File: src/rtl/debug_rx_loader_pkg.sv
`default_nettype none
// ============================================================================
// debug_rx_loader_pkg : shared debug-path types and constants
// Rev 1.0
// ============================================================================
package debug_rx_loader_pkg;

    localparam int          DEFAULT_CLKS_PER_BIT = 868;
    localparam logic [31:0] HALT_WORD            = 32'h0000_0000;

    typedef enum logic [1:0] {
        ST_IDLE  = 2'd0,
        ST_LOAD  = 2'd1,
        ST_CHECK = 2'd2,
        ST_DONE  = 2'd3
    } loader_state_t;

    typedef enum logic [1:0] {
        RX_IDLE  = 2'd0,
        RX_START = 2'd1,
        RX_DATA  = 2'd2,
        RX_STOP  = 2'd3
    } rx_state_t;

endpackage
`default_nettype wire

File: src/rtl/debug_rx_loader_if.sv
`default_nettype none
// ============================================================================
// debug_rx_loader_if : instruction-memory write port of the program loader
// Rev 1.0
// ============================================================================
interface debug_rx_loader_if #(
    parameter int ADDR_W = 8
);
    logic              imem_we;
    logic [ADDR_W-1:0] imem_addr;
    logic [31:0]       imem_wdata;

    modport master (output imem_we, output imem_addr, output imem_wdata);
    modport slave  (input  imem_we, input  imem_addr, input  imem_wdata);
endinterface
`default_nettype wire

File: src/rtl/debug_rx_loader_uart_rx_byte.sv
`default_nettype none
// ============================================================================
// uart_rx_byte : 8N1 receiver with rx synchroniser and mid-bit sampling
// Rev 1.0
// ============================================================================
module uart_rx_byte
    import debug_rx_loader_pkg::*;
#(
    parameter int CLKS_PER_BIT = DEFAULT_CLKS_PER_BIT
) (
    input  wire logic       clk,
    input  wire logic       rst,
    input  wire logic       rx,
    output logic            start_ok,
    output logic            byte_valid,
    output logic [7:0]      byte_data,
    output logic            frame_err
);
    localparam int                c_cnt_w = $clog2(CLKS_PER_BIT);
    localparam logic [c_cnt_w-1:0] c_half = c_cnt_w'(CLKS_PER_BIT / 2 - 1);
    localparam logic [c_cnt_w-1:0] c_full = c_cnt_w'(CLKS_PER_BIT - 1);

    logic [1:0]         r_sync;
    logic               r_rx_prev;
    rx_state_t          r_state, w_state_n;
    logic [c_cnt_w-1:0] r_cnt, w_cnt_n;
    logic [2:0]         r_bit, w_bit_n;
    logic [7:0]         r_shift, w_shift_n;
    logic               r_valid, w_valid_n;
    logic               r_ferr, w_ferr_n;
    logic               r_start, w_start_n;
    logic               w_rx;

    assign w_rx = r_sync[1];

    // Synchroniser idles high so reset never looks like a start bit.
    always_ff @(posedge clk or posedge rst) begin
        if (rst) begin
            r_sync    <= 2'b11;
            r_rx_prev <= 1'b1;
        end else begin
            r_sync    <= {r_sync[0], rx};
            r_rx_prev <= w_rx;
        end
    end

    always_ff @(posedge clk or posedge rst) begin
        if (rst) begin
            r_state <= RX_IDLE;
            r_cnt   <= '0;
            r_bit   <= '0;
            r_shift <= '0;
            r_valid <= 1'b0;
            r_ferr  <= 1'b0;
            r_start <= 1'b0;
        end else begin
            r_state <= w_state_n;
            r_cnt   <= w_cnt_n;
            r_bit   <= w_bit_n;
            r_shift <= w_shift_n;
            r_valid <= w_valid_n;
            r_ferr  <= w_ferr_n;
            r_start <= w_start_n;
        end
    end

    always_comb begin
        w_state_n = r_state;
        w_cnt_n   = r_cnt + 1'b1;
        w_bit_n   = r_bit;
        w_shift_n = r_shift;
        w_valid_n = 1'b0;
        w_ferr_n  = 1'b0;
        w_start_n = 1'b0;
        case (r_state)
            RX_IDLE: begin
                w_cnt_n = '0;
                if (r_rx_prev && !w_rx)
                    w_state_n = RX_START;
            end
            RX_START: begin
                if (r_cnt == c_half) begin
                    w_cnt_n = '0;
                    if (w_rx) begin
                        w_state_n = RX_IDLE;
                    end else begin
                        w_state_n = RX_DATA;
                        w_bit_n   = '0;
                        w_start_n = 1'b1;
                    end
                end
            end
            RX_DATA: begin
                if (r_cnt == c_full) begin
                    w_cnt_n   = '0;
                    w_shift_n = {w_rx, r_shift[7:1]};
                    w_bit_n   = r_bit + 1'b1;
                    if (r_bit == 3'd7)
                        w_state_n = RX_STOP;
                end
            end
            RX_STOP: begin
                // Returning to idle at mid-stop lets a back-to-back start bit be seen.
                if (r_cnt == c_full) begin
                    w_cnt_n   = '0;
                    w_state_n = RX_IDLE;
                    w_valid_n = w_rx;
                    w_ferr_n  = !w_rx;
                end
            end
            default: w_state_n = RX_IDLE;
        endcase
    end

    assign start_ok   = r_start;
    assign byte_valid = r_valid;
    assign byte_data  = r_shift;
    assign frame_err  = r_ferr;

endmodule
`default_nettype wire

File: src/rtl/debug_rx_loader.sv
`default_nettype none
// ============================================================================
// debug_rx_loader : UART program loader writing MSB-first words to imem
// Optional build macro: LOADER_CHECKSUM_EN (trailing XOR checksum byte). Rev 1.0
// ============================================================================
module debug_rx_loader
    import debug_rx_loader_pkg::*;
#(
    parameter int CLKS_PER_BIT = DEFAULT_CLKS_PER_BIT,
    parameter int ADDR_W       = 8,
    parameter int MAX_WORDS    = 256
) (
    input  wire logic          clk,
    input  wire logic          rst,
    input  wire logic          rx,
    debug_rx_loader_if.master  imem,
    output logic               loading,
    output logic               load_done,
    output logic               mips_enable,
    output logic               frame_err,
    output logic [ADDR_W:0]    word_count
);
    localparam logic [ADDR_W:0] c_last_addr = (ADDR_W + 1)'(MAX_WORDS - 1);

    logic          w_start, w_byte_valid, w_byte_ferr;
    logic [7:0]    w_byte;

    loader_state_t r_state, w_state_n;
    logic [1:0]    r_byte_cnt;
    logic [23:0]   r_word;
    logic [31:0]   w_word_n;
    logic [ADDR_W-1:0] r_addr, r_waddr;
    logic [31:0]   r_wdata;
    logic          r_we;
    logic [ADDR_W:0] r_word_count;
    logic          r_frame_err, r_loading, r_load_done;
    logic          w_accept, w_write, w_last;
`ifdef LOADER_CHECKSUM_EN
    logic [7:0]    r_csum;
    logic          r_csum_ok, r_mips_en, w_csum_hit;
`endif

    uart_rx_byte #(.CLKS_PER_BIT(CLKS_PER_BIT)) u_rx (
        .clk        (clk),
        .rst        (rst),
        .rx         (rx),
        .start_ok   (w_start),
        .byte_valid (w_byte_valid),
        .byte_data  (w_byte),
        .frame_err  (w_byte_ferr)
    );

    always_ff @(posedge clk or posedge rst) begin
        if (rst) r_state <= ST_IDLE;
        else     r_state <= w_state_n;
    end

    always_comb begin
        w_state_n = r_state;
        w_accept  = 1'b0;
        w_write   = 1'b0;
        w_word_n  = {r_word, w_byte};
        w_last    = (w_word_n == HALT_WORD) || ({1'b0, r_addr} == c_last_addr);
`ifdef LOADER_CHECKSUM_EN
        w_csum_hit = 1'b0;
`endif
        case (r_state)
            ST_IDLE: begin
                w_accept = w_byte_valid;
                if (w_start || w_byte_valid)
                    w_state_n = ST_LOAD;
            end
            ST_LOAD: begin
                w_accept = w_byte_valid;
                if (w_byte_valid && r_byte_cnt == 2'd3) begin
                    w_write = 1'b1;
                    if (w_last) begin
`ifdef LOADER_CHECKSUM_EN
                        w_state_n = ST_CHECK;
`else
                        w_state_n = ST_DONE;
`endif
                    end
                end
            end
            ST_CHECK: begin
`ifdef LOADER_CHECKSUM_EN
                if (w_byte_valid) begin
                    w_state_n  = ST_DONE;
                    w_csum_hit = (w_byte == r_csum);
                end else if (w_byte_ferr) begin
                    w_state_n  = ST_DONE;
                end
`else
                w_state_n = ST_DONE;
`endif
            end
            ST_DONE: w_state_n = ST_DONE;
            default: w_state_n = ST_IDLE;
        endcase
    end

    always_ff @(posedge clk or posedge rst) begin
        if (rst) begin
            r_byte_cnt   <= '0;
            r_word       <= '0;
            r_addr       <= '0;
            r_waddr      <= '0;
            r_wdata      <= '0;
            r_we         <= 1'b0;
            r_word_count <= '0;
            r_frame_err  <= 1'b0;
            r_loading    <= 1'b0;
            r_load_done  <= 1'b0;
        end else begin
            if (w_accept) begin
                r_byte_cnt <= r_byte_cnt + 1'b1;
                r_word     <= w_word_n[23:0];
            end
            // A bad stop bit discards whatever part of the word was collected.
            if (w_byte_ferr && (r_state == ST_IDLE || r_state == ST_LOAD))
                r_byte_cnt <= '0;
            r_we <= w_write;
            if (w_write) begin
                r_wdata      <= w_word_n;
                r_waddr      <= r_addr;
                r_word_count <= r_word_count + 1'b1;
                if (!w_last)
                    r_addr <= r_addr + 1'b1;
            end
            r_frame_err <= r_frame_err | w_byte_ferr;
            if (r_state == ST_DONE) begin
                r_loading   <= 1'b0;
                r_load_done <= 1'b1;
            end else if (r_state == ST_IDLE && w_state_n == ST_LOAD) begin
                r_loading <= 1'b1;
            end
        end
    end

`ifdef LOADER_CHECKSUM_EN
    always_ff @(posedge clk or posedge rst) begin
        if (rst) begin
            r_csum    <= '0;
            r_csum_ok <= 1'b0;
            r_mips_en <= 1'b0;
        end else begin
            if (w_accept)
                r_csum <= r_csum ^ w_byte;
            if (w_csum_hit)
                r_csum_ok <= 1'b1;
            r_mips_en <= r_mips_en | ((r_state == ST_DONE) && r_csum_ok);
        end
    end
    assign mips_enable = r_mips_en;
`else
    assign mips_enable = r_load_done;
`endif

    assign imem.imem_we    = r_we;
    assign imem.imem_addr  = r_waddr;
    assign imem.imem_wdata = r_wdata;
    assign loading         = r_loading;
    assign load_done       = r_load_done;
    assign frame_err       = r_frame_err;
    assign word_count      = r_word_count;

endmodule
`default_nettype wire

File: src/flat_wrapper.sv
// flat-port wrapper written by rule: the top's interface ports become plain ports
module debug_rx_loader_flat import debug_rx_loader_pkg::*;
#(
    parameter int CLKS_PER_BIT = DEFAULT_CLKS_PER_BIT,
    parameter int ADDR_W       = 8,
    parameter int MAX_WORDS    = 256
)
  (clk, rst, rx, loading, load_done, mips_enable, frame_err, word_count, imem_imem_we, imem_imem_addr, imem_imem_wdata);
  debug_rx_loader_if #(.ADDR_W(ADDR_W)) imem_i ();
  input  wire logic clk;
  input  wire logic rst;
  input  wire logic rx;
  output logic loading;
  output logic load_done;
  output logic mips_enable;
  output logic frame_err;
  output logic [ADDR_W:0] word_count;
  output wire logic [$bits(imem_i.imem_we)-1:0] imem_imem_we;
  output wire logic [$bits(imem_i.imem_addr)-1:0] imem_imem_addr;
  output wire logic [$bits(imem_i.imem_wdata)-1:0] imem_imem_wdata;
  assign imem_imem_we = imem_i.imem_we;
  assign imem_imem_addr = imem_i.imem_addr;
  assign imem_imem_wdata = imem_i.imem_wdata;
  debug_rx_loader #(.CLKS_PER_BIT(CLKS_PER_BIT), .ADDR_W(ADDR_W), .MAX_WORDS(MAX_WORDS)) u_core (.clk(clk), .rst(rst), .rx(rx), .imem(imem_i), .loading(loading), .load_done(load_done), .mips_enable(mips_enable), .frame_err(frame_err), .word_count(word_count));
endmodule
File: config.mk
export PLATFORM = sky130hd
export DESIGN_NAME = debug_rx_loader_flat
export DESIGN_NICKNAME = d
export VERILOG_FILES = /design/src/rtl/debug_rx_loader_pkg.sv /design/src/rtl/debug_rx_loader_if.sv /design/src/rtl/debug_rx_loader_uart_rx_byte.sv /design/src/rtl/debug_rx_loader.sv /design/src/flat_wrapper.sv
export SDC_FILE = /design/constraint.sdc
export NUM_CORES = 1
export LEC_CHECK = 0
export CAP_MARGIN = 20
export CORE_MARGIN = 2
export CORE_UTILIZATION = 50
export CTS_CLUSTER_DIAMETER = 200
export CTS_CLUSTER_SIZE = 30
export DETAILED_ROUTE_END_ITERATION = 16
export PLACE_DENSITY_LB_ADDON = 0.05
export SYNTH_ARGS = -nofsm -noshare
export SYNTH_HDL_FRONTEND = slang
export SYNTH_SLANG_ARGS = --single-unit
File: constraint.sdc
create_clock -name clk -period 8.9 [get_ports clk]
set_clock_uncertainty 0.05 [all_clocks]
set_input_delay 1.78 -clock clk [delete_from_list [all_inputs] [get_ports clk]]
set_output_delay 1.78 -clock clk [all_outputs]
set_load 0.01 [all_outputs]
Yosys cells after proc, flatten, opt, wreduce, memory -nomap -nowiden --
Cells that the tools add are included.
Cells by class: add/sub/neg operators 5, eq/ne operators 18, multiplexer cells 32, bitwise gates (word level) 2, reductions and logical operators 21
Operators by type and width (count):
- 32-bit zero test | 1
- 10-bit one-hot mux with 3 select lines | 1
- 2-bit two-way mux | 11
- 10-bit two-way mux | 2
- 1-bit two-way mux | 12
- 2-bit != test (second input constant) | 6
- 10-bit by 1-bit adder with 10-bit output (second input constant) | 1
- 10-bit == test (second input constant) | 1
- 10-bit by 9-bit == test with 1-bit output (second input constant) | 1
- 2-bit == test (second input constant) | 5
- 9-bit by 1-bit adder with 9-bit output (second input constant) | 1
- 3-bit two-way mux | 3
- 8-bit by 1-bit adder with 8-bit output (second input constant) | 1
- 8-bit == test (second input constant) | 1
- 2-bit one-hot mux with 4 select lines | 1
- 2-bit by 1-bit == test with 1-bit output (second input constant) | 3
- 2-bit one-hot mux with 3 select lines | 1
- 3-bit one-hot mux with 2 select lines | 1
- 2-bit nonzero test | 3
- 2-bit OR reduction | 3
- 5-bit AND reduction | 1
- 1-bit logical AND | 4
- 2-bit zero test | 2
- 2-bit AND reduction | 2
- other kinds (8) | 10
Word-level totals: register bits after elaboration 118, input bits 3, output and inout port bits 54

Longest topological paths before layout --
word-level depth 9, depth in mapped cells 8, mapped depth without buffers 7

Modules after synthesis --
From an unflattened synthesis, not the netlist that was laid out.
Unflattened totals: cell total of the unflattened synthesis 439, area total of the unflattened synthesis 4959.8 um^2
By module, submodules not included:
- debug_rx_loader | instances 1, cells each 334, area each 3612.2 um^2, seq. area each 2227.1 um^2
- uart_rx_byte | instances 1, cells each 105, area each 1347.5 um^2, seq. area each 729.4 um^2

Worst setup path after synthesis --
No wires, ideal clock.
path kind reg2out, start point register u_core.r_load_done, in the netlist u_core.load_done, end point output port mips_enable, data arrival time 0.547 ns, required time 7.070 ns, setup slack 6.523 ns, cell stages (with the launch flop) 2, buffers on the path 1, cell sequence dfrtp_1 buf_4
RTL lines:
- start: declaration | RTL line debug_rx_loader.sv:36 | logic r_frame_err, r_loading, r_load_done;
- start signal: assignment | RTL line debug_rx_loader.sv:114 | r_load_done <= 1'b0;
- start signal: assignment | RTL line debug_rx_loader.sv:134 | r_load_done <= 1'b1;
- end: declaration | RTL line flat_wrapper.sv:15 | output logic mips_enable;
No word-level cell between the ends.

Worst setup path in the final report --
start point register u_core.r_word_count[0], in the netlist u_core.word_count[0], end point output port word_count[0]
RTL lines:
- start: declaration | RTL line debug_rx_loader.sv:35 | logic [ADDR_W:0] r_word_count;
- start signal: assignment | RTL line debug_rx_loader.sv:127 | r_word_count <= r_word_count + 1'b1;
- end: declaration | RTL line flat_wrapper.sv:17 | output logic [ADDR_W:0] word_count;
No word-level cell between the ends.

==> results by group <==
Place
  • Pre-CTS WS: between 5000 and 6000 ps
  • Gpl congestion: 0.794
  • Area after DPL: 5440 µm²
  • Dpl cells: 648
  • DP HPWL: roughly 6000 µm
  • I/O Buffers: between 50 and 60

Die
  • Initial core utilization: 51.6%
  • Chip height: 102 µm
  • Core area: about 9300 µm²
  • # rows: 35
  • IO Pins: 57
  • Die area: 10400 µm²
  • Die Wd: 102 µm

Worst setup path
  • RR Startpoint: u_core.r_state[1]
  • CP max-delay cell: clkdlybuf4s50_1
  • Worst R2R End: u_core.word_count[7]
  • CP delay by family, top: buffers and inverters
  • WP depth: 1
  • CP peak stage delay: 570 ps
  • Crit. End Element: output port
  • Critical Path RT: 7070 ps
  • Reg2reg path depth: 8
  • Worst-path fanout max: 6
  • Startpoint Class: flip-flop
  • CP cell instances: clkdlybuf4s50_1
  • Worst Path Buf+Inv: 1
  • Crit path kind: reg2out
  • Worst R2R Setup Slack: roughly 6200 ps
  • WP data arrival: roughly 1500 ps

Run
  • Maxcap violations: 0

Finish
  • Filler Cell Count: 781
  • FF/Latch Area: 2960 µm²
  • Final Util: 64.7%
  • Number of diodes: 0
  • Multi-input gate area: 1730 µm²
  • Layout Cells excl Fill: 680
  • Layout cells sized above 1: 8.35%
  • Area Overhead vs Synth: 25.5%
  • Fin area: 6010 µm²
  • Final #Nets: 548

Clock tree
  • CTS Hold Bufs: 0
  • Clock Tree Buf Depth: 2
  • H-tree depth: 4
  • Setup Fix Bufs, Post-CTS: 0
  • CTS root buf: clkbuf_8
  • PostCTS Resize Cnt: 0
  • CTS buffer count: 17
  • Clk slew on worst S/H paths: roughly 60 ps
  • CTS tree: built
  • Clock Sinks: 118
  • Clock Latency Late Sink: 510 ps

Hold path
  • Hold Path Depth: 0
  • Worst Min Path Start: u_core.u_rx.r_sync[0]
  • Min-delay worst type: reg2reg
  • Hold path endpoint: u_core.u_rx.r_sync[1]

Yosys
  • Synth Area in Simple Gates: 25.4%
  • Ys Warns: 0
  • Multiplexer share of the synthesized area: under 10%
  • Mapped Cells: 479
  • Async S/R FF share, synth: 100%
  • Mapped Area: roughly 4800 µm²
  • Top_reg_cell synth: dfrtp_1
  • Compound-cell area share of the yosys netlist: approximately 2.5%
  • Seq cells post-synth: 118
  • Post-synthesis xor/xnor area fraction: 3.66%
  • Seq/Total Area, Yosys: 61.7%
  • Synth Area in Adders: 1.83%
  • Post-synth EDFFs: 0
  • Synthesized Nets: 489
  • Library cells used by synthesis: 43
  • Avg Inst Size Synth: around 10 µm²
  • Largest family of logic cells by synthesized area: simple AND/OR/NAND/NOR gates

STA
  • Worst-Margin Slew: 930 ps
  • TNS Setup: 0 ps
  • Tcrit/Tclk final: 37.6%
  • Final Worst Setup Slack: 5550 ps
  • Final hold violation count: 0
  • Hold slack final: 299 ps
  • # setup viols final: 0
  • RSZ-0062 raised after global routing: no
  • Post-layout min period: about 3400 ps
  • Fmax: 298 MHz
  • Worst slew margin: 38.0%
  • Slew Viols, Final: 0

Drt
  • DRC viols: 0
  • Final ANT Viol Nets: 0
  • Vias: 3504
  • Initial drt markers: 151
  • 1st-pass router iterations: 5
  • Wire length per cell: 13.8 µm
  • Via/cell ratio: ~5
  • Routed Wire Length: 9410 µm

Global route
  • GRT Overall Usage: ~20%
  • Initial antenna violation count: 0
  • Global-route wire length before repair: 16300 µm
  • Vias in the first global route: 3389
  • Largest net degree at the start of global routing: 65
  • GRT Residual Overflow: 0

Power and ir drop
  • VDD IR max: 116 µV
  • Static leakage: 3.06 nW
  • Total power: 1.26 mW
  • Pwr/cell area: about 210 nW/µm²

Outcome
  • Status: completed
==> flip-flops by register name, summed over array words and instances (netlist names), 3 cells and up, named ones only <==
| name | cells |
|---|---|
| u_core.imem.imem_addr | 8 |
| u_core.imem.imem_wdata | 32 |
| u_core.r_addr | 8 |
| u_core.r_word | 24 |
| u_core.u_rx.byte_data | 8 |
| u_core.u_rx.r_bit | 3 |
| u_core.u_rx.r_cnt | 10 |
| u_core.word_count | 9 |
==> routing by layer <==
metal	GRT usage (%)	share of wire [%]	vias to the layer above
li1	-	-	1692
met1	27.8	47	1738
met2	30.3	48	64
met3	6.16	3.7	10
met4	7.28	1.3	0
met5	0	0	-
==> worst max-delay path by stage <==
stage | slack (ps) | to | from
finish | 5550 | word_count[0] | u_core.word_count[0]
detailed placement | 5220 | u_core.word_count[7] | rst
global placement | 5260 | u_core.word_count[7] | rst
CTS | 5520 | word_count[0] | u_core.word_count[0]
global route | 5470 | word_count[0] | u_core.word_count[0]
floorplan | 3950 | async pin | rst
==> synth_stat cells (2+ instances only) <==
cell | n | area (µm²)
nand2_1 | 209 | 785
clkbuf_1 | 9 | 33.8
buf_2 | 5 | 25.0
dfstp_2 | 3 | 78.8
and4_1 | 3 | 26.3
o31ai_1 | 2 | 15.0
inv_1 | 3 | 11.3
nand2b_1 | 5 | 31.3
a22o_1 | 2 | 17.5
nor4_1 | 10 | 62.6
nand4_1 | 12 | 75.1
xor2_1 | 10 | 87.6
nor3b_1 | 2 | 15.0
a21oi_1 | 3 | 15.0
nand3_1 | 5 | 25.0
nor2_1 | 18 | 67.6
and3_1 | 3 | 18.8
dfrtp_1 | 115 | 2880
ha_1 | 7 | 87.6
xnor2_1 | 10 | 87.6
o21ai_1 | 3 | 15.0
nor3_1 | 8 | 40.0
mux2_1 | 10 | 113
buf_4 | 3 | 22.5
==> logic make-up after synthesis <==
logic type / count (synthesis)
XOR/XNOR: 20
adder cells (fa/ha/maj): 7
flip-flops: 118
multiplexers: 11
AND/OR/NAND/NOR: 283
AO/OA/AOI/OAI: 17
buffers and inverters: 23
==> cell type report <==
class	count	share of cell area, %
Clock buffer	19	7.19
Clock inverter	13	2.21
Inverter	5	0.396
Multi-Input combinational cell	338	28.7
Sequential cell	118	49.2
Tap cell	129	2.69
Timing Repair Buffer	58	9.58
==> where the power goes <==
group | switching (mW) | total [mW] | internal, mW | leakage [nW]
Sequential | 0.0219 | 0.576 | 0.554 | 1.62
Combinational | 0.0277 | 0.0461 | 0.0184 | 1.17
Clock | 0.238 | 0.641 | 0.403 | 0.269
Total | 0.288 | 1.26 | 0.976 | 3.06
==> placed cells by master, fill, tap and decap left out, types with 3 or more instances in the layout <==
cell type / Yosys / layout
xnor2_1: 10 / 10
nor3_1: 8 / 8
clkinv_2: 0 / 5
dfrtp_1: 115 / 115
dfstp_2: 3 / 3
xor2_1: 10 / 10
nand4_1: 12 / 12
nand2b_1: 5 / 5
and3_1: 3 / 3
o21ai_1: 3 / 3
ha_1: 7 / 7
clkbuf_16: 0 / 16
nor2_1: 18 / 18
nand2_1: 209 / 209
and4_1: 3 / 3
nand3_1: 5 / 5
clkinvlp_4: 0 / 4
mux2_1: 10 / 10
clkdlybuf4s50_1: 0 / 56
a21oi_1: 3 / 3
nor4_1: 10 / 10
Power figures use the tool's default switching activity.
